### config.mk
export PLATFORM = sky130hd
export DESIGN_NAME = serial_subtractor
export DESIGN_NICKNAME = d
export VERILOG_FILES = /design/src/rtl/serial_sub_pkg.sv /design/src/rtl/serial_subtractor_half_subtractor.sv /design/src/rtl/serial_subtractor.sv
export SDC_FILE = /design/constraint.sdc
export NUM_CORES = 1
export LEC_CHECK = 0
export CELL_PAD_IN_SITES_DETAIL_PLACEMENT = 0
export CELL_PAD_IN_SITES_GLOBAL_PLACEMENT = 1
export CORE_MARGIN = 2
export CORE_UTILIZATION = 35
export DETAILED_ROUTE_END_ITERATION = 8
export PLACE_DENSITY = 0.8
export SLEW_MARGIN = 40
export SYNTH_ARGS = -nofsm -noshare
export SYNTH_HDL_FRONTEND = slang
export SYNTH_HIERARCHICAL = 1
export SYNTH_SLANG_ARGS = --single-unit
export TNS_END_PERCENT = 100
### constraint.sdc
create_clock -name clk -period 3.25 [get_ports clk]
set_input_delay 0.4875 -clock clk [delete_from_list [all_inputs] [get_ports clk]]
set_output_delay 0.4875 -clock clk [all_outputs]
set_load 0.02 [all_outputs]
### src/rtl/serial_sub_pkg.sv
// serial_sub_pkg
//   Shared types and defaults for the bit-serial subtractor.
//   sub_state_t   : control FSM states (idle, shifting, result-valid)
//   DEFAULT_WIDTH : default operand/result width
package serial_sub_pkg;

  localparam int DEFAULT_WIDTH = 8;

  typedef enum logic [1:0] {
    S_IDLE  = 2'd0,
    S_SHIFT = 2'd1,
    S_DONE  = 2'd2
  } sub_state_t;

endpackage

### src/rtl/serial_subtractor_half_subtractor.sv
// half_subtractor
//   One-bit half subtractor. Two of these plus an OR form a full-subtractor cell.
//   x  : minuend bit
//   y  : subtrahend bit
//   d  : difference bit, x ^ y
//   bo : borrow out, ~x & y
module half_subtractor (
  input  logic x,
  input  logic y,
  output logic d,
  output logic bo
);

  assign d  = x ^ y;
  assign bo = ~x & y;

endmodule

### src/rtl/serial_subtractor.sv
// serial_subtractor
//   Bit-serial two's-complement subtractor, diff = a - b, LSB first, one bit
//   per clock. A start/busy/done handshake sequences each operation; results
//   are held from done until the next accepted start.
//   Optional feature macro: SERIAL_SUB_OVERFLOW_EN (adds the ovf port/logic).
//
//   clk    : rising-edge clock
//   rst_n  : asynchronous active-low reset
//   start  : request, sampled only in IDLE
//   a, b   : minuend / subtrahend, captured on an accepted start
//   busy   : high while shifting (WIDTH cycles)
//   done   : one-cycle pulse when diff/borrow are valid
//   diff   : a - b mod 2^WIDTH (partial while busy)
//   borrow : unsigned borrow out, 1 iff a < b
//   ovf    : signed overflow (only with SERIAL_SUB_OVERFLOW_EN)
module serial_subtractor
  import serial_sub_pkg::*;
#(
  parameter int WIDTH = DEFAULT_WIDTH
) (
  input  logic             clk,
  input  logic             rst_n,
  input  logic             start,
  input  logic [WIDTH-1:0] a,
  input  logic [WIDTH-1:0] b,
  output logic             busy,
  output logic             done,
  output logic [WIDTH-1:0] diff,
  output logic             borrow
`ifdef SERIAL_SUB_OVERFLOW_EN
  ,
  output logic             ovf
`endif
);

  localparam int CW = $clog2(WIDTH + 1);

  sub_state_t       r_state;
  sub_state_t       w_nxt;
  logic [WIDTH-1:0] r_sa;
  logic [WIDTH-1:0] r_sb;
  logic [WIDTH-1:0] r_diff;
  logic [CW-1:0]    r_cnt;
  logic             r_bin;
  logic             r_borrow;
  logic             r_busy;
  logic             r_done;
  logic             w_last;

  // Full-subtractor bit cell: two half subtractors plus an OR.
  logic w_d1, w_bo1, w_d, w_bo2, w_bout;

  half_subtractor u_hs0 (
    .x  (r_sa[0]),
    .y  (r_sb[0]),
    .d  (w_d1),
    .bo (w_bo1)
  );

  half_subtractor u_hs1 (
    .x  (w_d1),
    .y  (r_bin),
    .d  (w_d),
    .bo (w_bo2)
  );

  assign w_bout = w_bo1 | w_bo2;

  // Counter holds the number of bits already shifted; the current shift is
  // the last one when WIDTH-1 bits are behind us.
  assign w_last = (r_cnt == CW'(WIDTH - 1));

  always_comb begin
    w_nxt = r_state;
    case (r_state)
      S_IDLE:  if (start) w_nxt = S_SHIFT;
      S_SHIFT: if (w_last) w_nxt = S_DONE;
      S_DONE:  w_nxt = S_IDLE;
      default: w_nxt = S_IDLE;
    endcase
  end

  always_ff @(posedge clk or negedge rst_n) begin
    if (!rst_n) begin
      r_state <= S_IDLE;
      r_busy  <= 1'b0;
      r_done  <= 1'b0;
    end else begin
      r_state <= w_nxt;
      r_busy  <= (w_nxt == S_SHIFT);
      r_done  <= (w_nxt == S_DONE);
    end
  end

`ifdef SERIAL_SUB_OVERFLOW_EN
  // Operand sign bits are shifted out of sa/sb, so keep them aside.
  logic r_am, r_bm, r_ovf;

  always_ff @(posedge clk or negedge rst_n) begin
    if (!rst_n) begin
      r_am  <= 1'b0;
      r_bm  <= 1'b0;
      r_ovf <= 1'b0;
    end else begin
      if (r_state == S_IDLE && start) begin
        r_am <= a[WIDTH-1];
        r_bm <= b[WIDTH-1];
      end
      // Final d is the result MSB.
      if (r_state == S_SHIFT && w_last)
        r_ovf <= (r_am ^ r_bm) & (r_am ^ w_d);
    end
  end

  assign ovf = r_ovf;
`endif

  always_ff @(posedge clk or negedge rst_n) begin
    if (!rst_n) begin
      r_sa     <= '0;
      r_sb     <= '0;
      r_diff   <= '0;
      r_cnt    <= '0;
      r_bin    <= 1'b0;
      r_borrow <= 1'b0;
    end else begin
      case (r_state)
        S_IDLE: begin
          if (start) begin
            r_sa  <= a;
            r_sb  <= b;
            r_bin <= 1'b0;
            r_cnt <= '0;
          end
        end
        S_SHIFT: begin
          r_sa   <= r_sa >> 1;
          r_sb   <= r_sb >> 1;
          r_diff <= {w_d, r_diff[WIDTH-1:1]};
          r_bin  <= w_bout;
          r_cnt  <= r_cnt + 1'b1;
          // borrow output only moves on the final bit so it holds the
          // previous result through the whole shift.
          if (w_last) r_borrow <= w_bout;
        end
        default: ;
      endcase
    end
  end

  assign busy   = r_busy;
  assign done   = r_done;
  assign diff   = r_diff;
  assign borrow = r_borrow;

endmodule

==> results of run 1 <==
-- kinds of logic (layout without fill, tap and decap cells) --
| family | after synthesis | count (layout) | share of synthesized area [%] |
|---|---|---|---|
| flip-flops | 34 | 34 | 50.82 |
| AND/OR/NAND/NOR | 56 | 56 | 16.97 |
| multiplexers | 2 | 2 | 1.196 |
| adder cells (fa/ha/maj) | 3 | 3 | 2.242 |
| AO/OA/AOI/OAI | 54 | 54 | 23.54 |
| buffers and inverters | 15 | 45 | 5.231 |
-- how the worst max path moves through the flow --
| stage | start | endpoint |
|---|---|---|
| 4_1_cts | start | r_sb[2]$_DFFE_PN0P_ |
| 6_report | start | r_sb[2]$_DFFE_PN0P_ |
| 3_3_place_gp | start | r_sb[1]$_DFFE_PN0P_ |
| 5_1_grt | start | r_sb[3]$_DFFE_PN0P_ |
| 3_5_place_dp | start | r_sb[2]$_DFFE_PN0P_ |
| 2_1_floorplan | start | r_sa[7]$_DFFE_PN0P_ |
-- through the flow --
stage	std cells	util, %	cell area (um^2)	setup WS, ps
after detailed placement	240	42.60	1986	1008
after global routing	248	44.97	2096	1241
after CTS	248	44.97	2096	1312
after global placement	240	42.60	1986	1112
after floorplan	164	-	1674	2045
final	248	44.97	2096	1345
-- power by group through the flow --
stage | clock network, mW | logic [mW] | registers (mW)
after floorplan | 0 | 0.530 | 0.777
after global placement | 0 | 0.797 | 0.754
after detailed placement | 0 | 0.813 | 0.756
after CTS | 0.378 | 0.815 | 0.750
after global routing | 0.397 | 0.904 | 0.778
final | 0.366 | 0.799 | 0.748
-- final cells by class --
type,count,area [um^2]
clock buffer,8,110.1
fill,450,2565
inverter,5,18.77
multi-input combinational,115,735.7
sequential,34,850.8
tap,54,67.56
timing repair buffer,32,312.8
-- layer usage --
layer  up-vias  global-route usage, %
li1        621                      -
met1       595                  19.75
met2        25                  19.52
met3         6                  3.453
met4         0                  6.173
met5         -                      0
-- sequential cells by signal (all words and copies together), names as in the netlist --
| name | count |
|---|---|
| diff | 8 |
| r_sa | 8 |
| r_sb | 8 |
| r_cnt | 4 |
| r_state | 2 |
| borrow | 1 |
| busy | 1 |
| done | 1 |
| r_bin | 1 |
-- worst min-delay path: cells and delay by family, from the launching register on --
family           cells  cell delay [ps]
and+or+nand+nor      2              100
DFF                  1              350
-- synth_stat cells --
master	count
a21oi_1	8
a21oi_2	10
a22o_1	2
a22oi_1	14
and2b_1	5
buf_12	1
buf_2	3
buf_4	1
buf_6	1
clkbuf_1	4
dfrtp_1	34
ha_1	3
inv_1	5
mux2i_1	2
nand2_1	30
nand2b_1	2
nand3_1	2
nor2_1	2
nor2b_1	12
nor2b_4	1
nor3_1	1
nor3_2	1
o21ai_0	8
o21ai_2	10
o21bai_1	1
o311ai_0	1
==> flow_summary.json, run 1 <==
{
  "maxCapViolCount": 0,
  "p_leak_nw": 0.9283,
  "cts.hold.buffers_added": 0,
  "worstSkewPairLatency_ps": 290,
  "drtPass1Iterations": 4,
  "core-area_mm2": 0.004661,
  "ios": 30,
  "combPwrFrac_pct": 41.8,
  "core.rowCount": 25,
  "numCtsBuffers": 5,
  "hpwl_mm": 2.109,
  "die_w_um": 73.16,
  "max_freq_ghz": 0.5249,
  "path_class": "in -> reg",
  "crit_chain": "clkdlybuf4s50_1 > and2b_1 > buf_4 > a21oi_1 > o21ai_0",
  "wl_met2_mm": 1.481,
  "synth_top_area_cell": "dfrtp_1",
  "synthDistinctLibCells": 26,
  "cts_tree": "done",
  "postCtsSetupRepairBufs": 0,
  "top_layer_used": "met4",
  "synth_top_cell_area_share_pct": 50.82,
  "p_switching_mw": 0.7423,
  "final_max_slew_viol_count": 0,
  "track_usage_pct": 13.78,
  "port-buffer-count": 29,
  "cp-end-kind": "register",
  "die_y_um": 73.16,
  "worst_ep_required_time_ps": 3450,
  "cp.buffers_inverters": 2,
  "wl_met3_um": 127,
  "yosysSeqAreaShare_pct": 50.82,
  "path_clk_slew_ps": 70,
  "fin_skew_ps": 3.648,
  "r2r_slack_ps": 1510,
  "rsz0062_at_grt": "false",
  "clockBufferDepth": 2,
  "power.total_mw": 1.912,
  "final_layout_size_suffix_gt1_share_pct": 17.01,
  "r2r_end": "borrow$_DFFE_PN0P_",
  "drcViolationCount": 0,
  "cts_resized": 0,
  "p_sw_share_pct": 38.82,
  "area_growth_pct": 25.19,
  "p_seq_share_pct": 39.1,
  "cp-start-kind": "input port",
  "max_stage_delay_ps": 850,
  "mostFrequentLayoutCells": "dfrtp_1, nand2_1, clkdlybuf4s50_1, a22oi_1, nor2b_1",
  "drt_iter0_drc": 83,
  "period_minus_slack_ps": 1905,
  "cp_slowest_cell": "clkdlybuf4s50_1",
  "period_share_pct": 58.62,
  "grt_remaining_overflow": 0,
  "hold_ws_ps": 489.1,
  "worst-path-stages": 5,
  "arrival_ps": 2100,
  "hold-path-cell-count": 2,
  "ant_nets": 0,
  "crit_fanout": 18,
  "synth_warnings": 6,
  "totalWireLength_mm": 3.305,
  "max_slew_margin_pct": 49.59,
  "status": "finished clean",
  "vdd_drop_max_uv": 316.7,
  "antenna_found_initial": 0,
  "met1_length_mm": 1.625,
  "syn_nets": 186,
  "cts_max_level": 2,
  "grt_max_degree": 35,
  "synthCells": 164,
  "clock_power_share_pct": 19.1,
  "start_util_pct": 35.92,
  "grt_pass1_wl_mm": 5.602,
  "tns_ps": 0,
  "synthesis.area_mm2": 0.001674,
  "final_common_cell": "dfrtp_1",
  "power.internal_mw": 1.170,
  "cts_root_buffer": "clkbuf_8",
  "clkSinkCount": 34,
  "routabilityCongestion": 0.7021,
  "power.density_mw_per_mm2": 912.5,
  "holdPathEnd": "diff[0]$_DFFE_PN0P_",
  "reg2reg_depth": 3,
  "worst_hold_path_type": "reg -> reg",
  "synth_seq_cells": 34,
  "grt_pass1_vias": 1173,
  "diodes": 0,
  "setup_viol": 0,
  "synthTopCellsByArea": "dfrtp_1, nand2_1, a22oi_1, a21oi_2, o21ai_2",
  "hold_viol_final": 0,
  "min_from": "diff[0]$_DFFE_PN0P_",
  "fin_nets": 215,
  "postSynthAreaPerCell_um2": 10.21,
  "critPathTopFamily": "buffers and inverters",
  "r2r_start": "r_state[1]$_DFF_PN0_",
  "die_area_mm2": 0.005352,
  "via_count": 1247,
  "worst_pin_slew_ps": 756.2,
  "viasPerCell": 5.028,
  "routedWlPerCell_um": 13.33
}
(Power assumes the default switching activity.)
==> run 2: changes to the inputs <==
Clock period 3.25 ns to 1.95 ns, I/O delays scaled along.
==> flow_summary.json, run 2 (synthesis results as in run 1) <==
{
  "die_area_mm2": 0.005352,
  "path_clk_slew_ps": 70,
  "clockBufferDepth": 2,
  "cp.buffers_inverters": 1,
  "worst_hold_path_type": "in -> async",
  "status": "finished clean",
  "cts_tree": "done",
  "grt_pass1_vias": 1191,
  "totalWireLength_mm": 3.361,
  "vdd_drop_max_uv": 614.0,
  "drtPass1Iterations": 4,
  "clkSinkCount": 34,
  "via_count": 1243,
  "fin_skew_ps": 3.681,
  "register_area_um2": 850.8,
  "die_w_um": 73.16,
  "instances_no_fill": 250,
  "tns_ps": 0,
  "r2r_start": "r_state[1]$_DFF_PN0_",
  "r2r_end": "r_sb[1]$_DFFE_PN0P_",
  "placedCellCount": 242,
  "top_usage_layer": "met2",
  "crit_fanout": 3,
  "port-buffer-count": 29,
  "ant_nets": 0,
  "placedInstanceArea_mm2": 0.002001,
  "cts.hold.buffers_added": 0,
  "cp-end-kind": "output pin",
  "routedWlPerCell_um": 13.44,
  "r2r_slack_ps": 460,
  "area_growth_pct": 24.96,
  "cts_max_level": 2,
  "mostFrequentLayoutCells": "dfrtp_1, nand2_1, clkdlybuf4s50_1, a22oi_1, nor2b_1",
  "worst_pin_slew_ps": 797.3,
  "final.fill_count": 458,
  "setup_viol": 0,
  "period_share_pct": 80.93,
  "max_slew_margin_pct": 46.85,
  "antenna_found_initial": 0,
  "core-area_mm2": 0.004661,
  "arrival_ps": 1290,
  "die_y_um": 73.16,
  "hold_ws_ps": 406.7,
  "max_stage_delay_ps": 620,
  "numCtsBuffers": 5,
  "grt_pass1_wl_mm": 5.506,
  "fin_nets": 217,
  "core.rowCount": 25,
  "ios": 30,
  "start_util_pct": 35.92,
  "grt_util_met1_pct": 17.78,
  "cts_resized": 0,
  "cts_root_buffer": "clkbuf_8",
  "fin_area_mm2": 0.002092,
  "grt_max_degree": 35,
  "grt_use_met2_pct": 20.72,
  "power.total_mw": 3.146,
  "track_usage_pct": 13.53,
  "final_common_cell": "dfrtp_1",
  "worst_ep_required_time_ps": 1660,
  "p_leak_nw": 0.9295,
  "postCtsSetupRepairBufs": 0,
  "multi_input_area_um2": 735.7,
  "worstSkewPairLatency_ps": 290,
  "cp-start-kind": "register",
  "drcViolationCount": 0,
  "hpwl_mm": 2.124,
  "maxCapViolCount": 0,
  "power.density_mw_per_mm2": 1504,
  "final_max_slew_viol_count": 0,
  "routabilityCongestion": 0.6759,
  "reg2reg_depth": 3,
  "period_minus_slack_ps": 1578,
  "crit_chain": "clkdlybuf4s50_1",
  "viasPerCell": 4.972,
  "path_class": "reg -> out",
  "diodes": 0,
  "hold_viol_final": 0,
  "rsz0062_at_grt": "false",
  "final_layout_size_suffix_gt1_share_pct": 17.35,
  "cp_slowest_cell": "clkdlybuf4s50_1",
  "groute.layer.met3.usage_pct": 4.144,
  "critPathTopFamily": "buffers and inverters",
  "grt_remaining_overflow": 0,
  "drt_iter0_drc": 84,
  "max_freq_ghz": 0.6337
}
[run 2: changes by cell type in the layout (fill, tap and decap cells not counted)]
| cell | change |
|---|---|
| buf_4 | +2 |
| clkbuf_1 | +1 |
| clkbuf_8 | -2 |
| clkinv_2 | +1 |
[run 2: power breakdown]
| group | internal (mW) | leakage [nW] | switching, mW |
|---|---|---|---|
| Sequential | 0.998 | 0.436 | 0.234 |
| Clock | 0.285 | 0.0482 | 0.252 |
| Combinational | 0.619 | 0.445 | 0.759 |
[run 2: layout make-up]
class / instances / share of cell area [%]
clock buffer: 7 / 4.127
multi-input combinational: 115 / 35.17
sequential: 34 / 40.67
timing repair buffer: 34 / 15.67
tap: 54 / 3.230
clock inverter: 1 / 0.2392
inverter: 5 / 0.8971
[run 2: how the worst max path moves through the flow]
stage | start | end | slack (ps) | cells after the start
2_1_floorplan | r_sb[0]$_DFFE_PN0P_ | diff[7]$_DFFE_PN0P_ | 750 | 7
3_3_place_gp | start | r_sb[2]$_DFFE_PN0P_ | 150 | 4
3_5_place_dp | start | r_sb[3]$_DFFE_PN0P_ | 80 | 4
4_1_cts | diff[7]$_DFFE_PN0P_ | diff[7] | 350 | 1
5_1_grt | start | r_sb[5]$_DFFE_PN0P_ | 290 | 4
6_report | diff[1]$_DFFE_PN0P_ | diff[1] | 370 | 1
[run 2: metal layers]
metal / up-vias / share of wire [%]
li1: 626 / -
met1: 587 / 47
met2: 24 / 47
met3: 6 / 4.3
met4: 0 / 1.8
met5: - / 0
[run 2: worst register-to-register path, stage by stage (launching register included)]
cell and delay, ps:
dfrtp_1 380, and2b_1 720, a21oi_1 140, o21ai_0 170
[run 2: per-stage QoR]
step / utilization [%] / worst slack, ps
5_1_grt: 44.89 / 293.1
2_1_floorplan: - / 751.7
3_3_place_gp: 42.93 / 145.1
6_report: 44.89 / 371.9
3_5_place_dp: 42.93 / 84.61
4_1_cts: 44.89 / 354.3
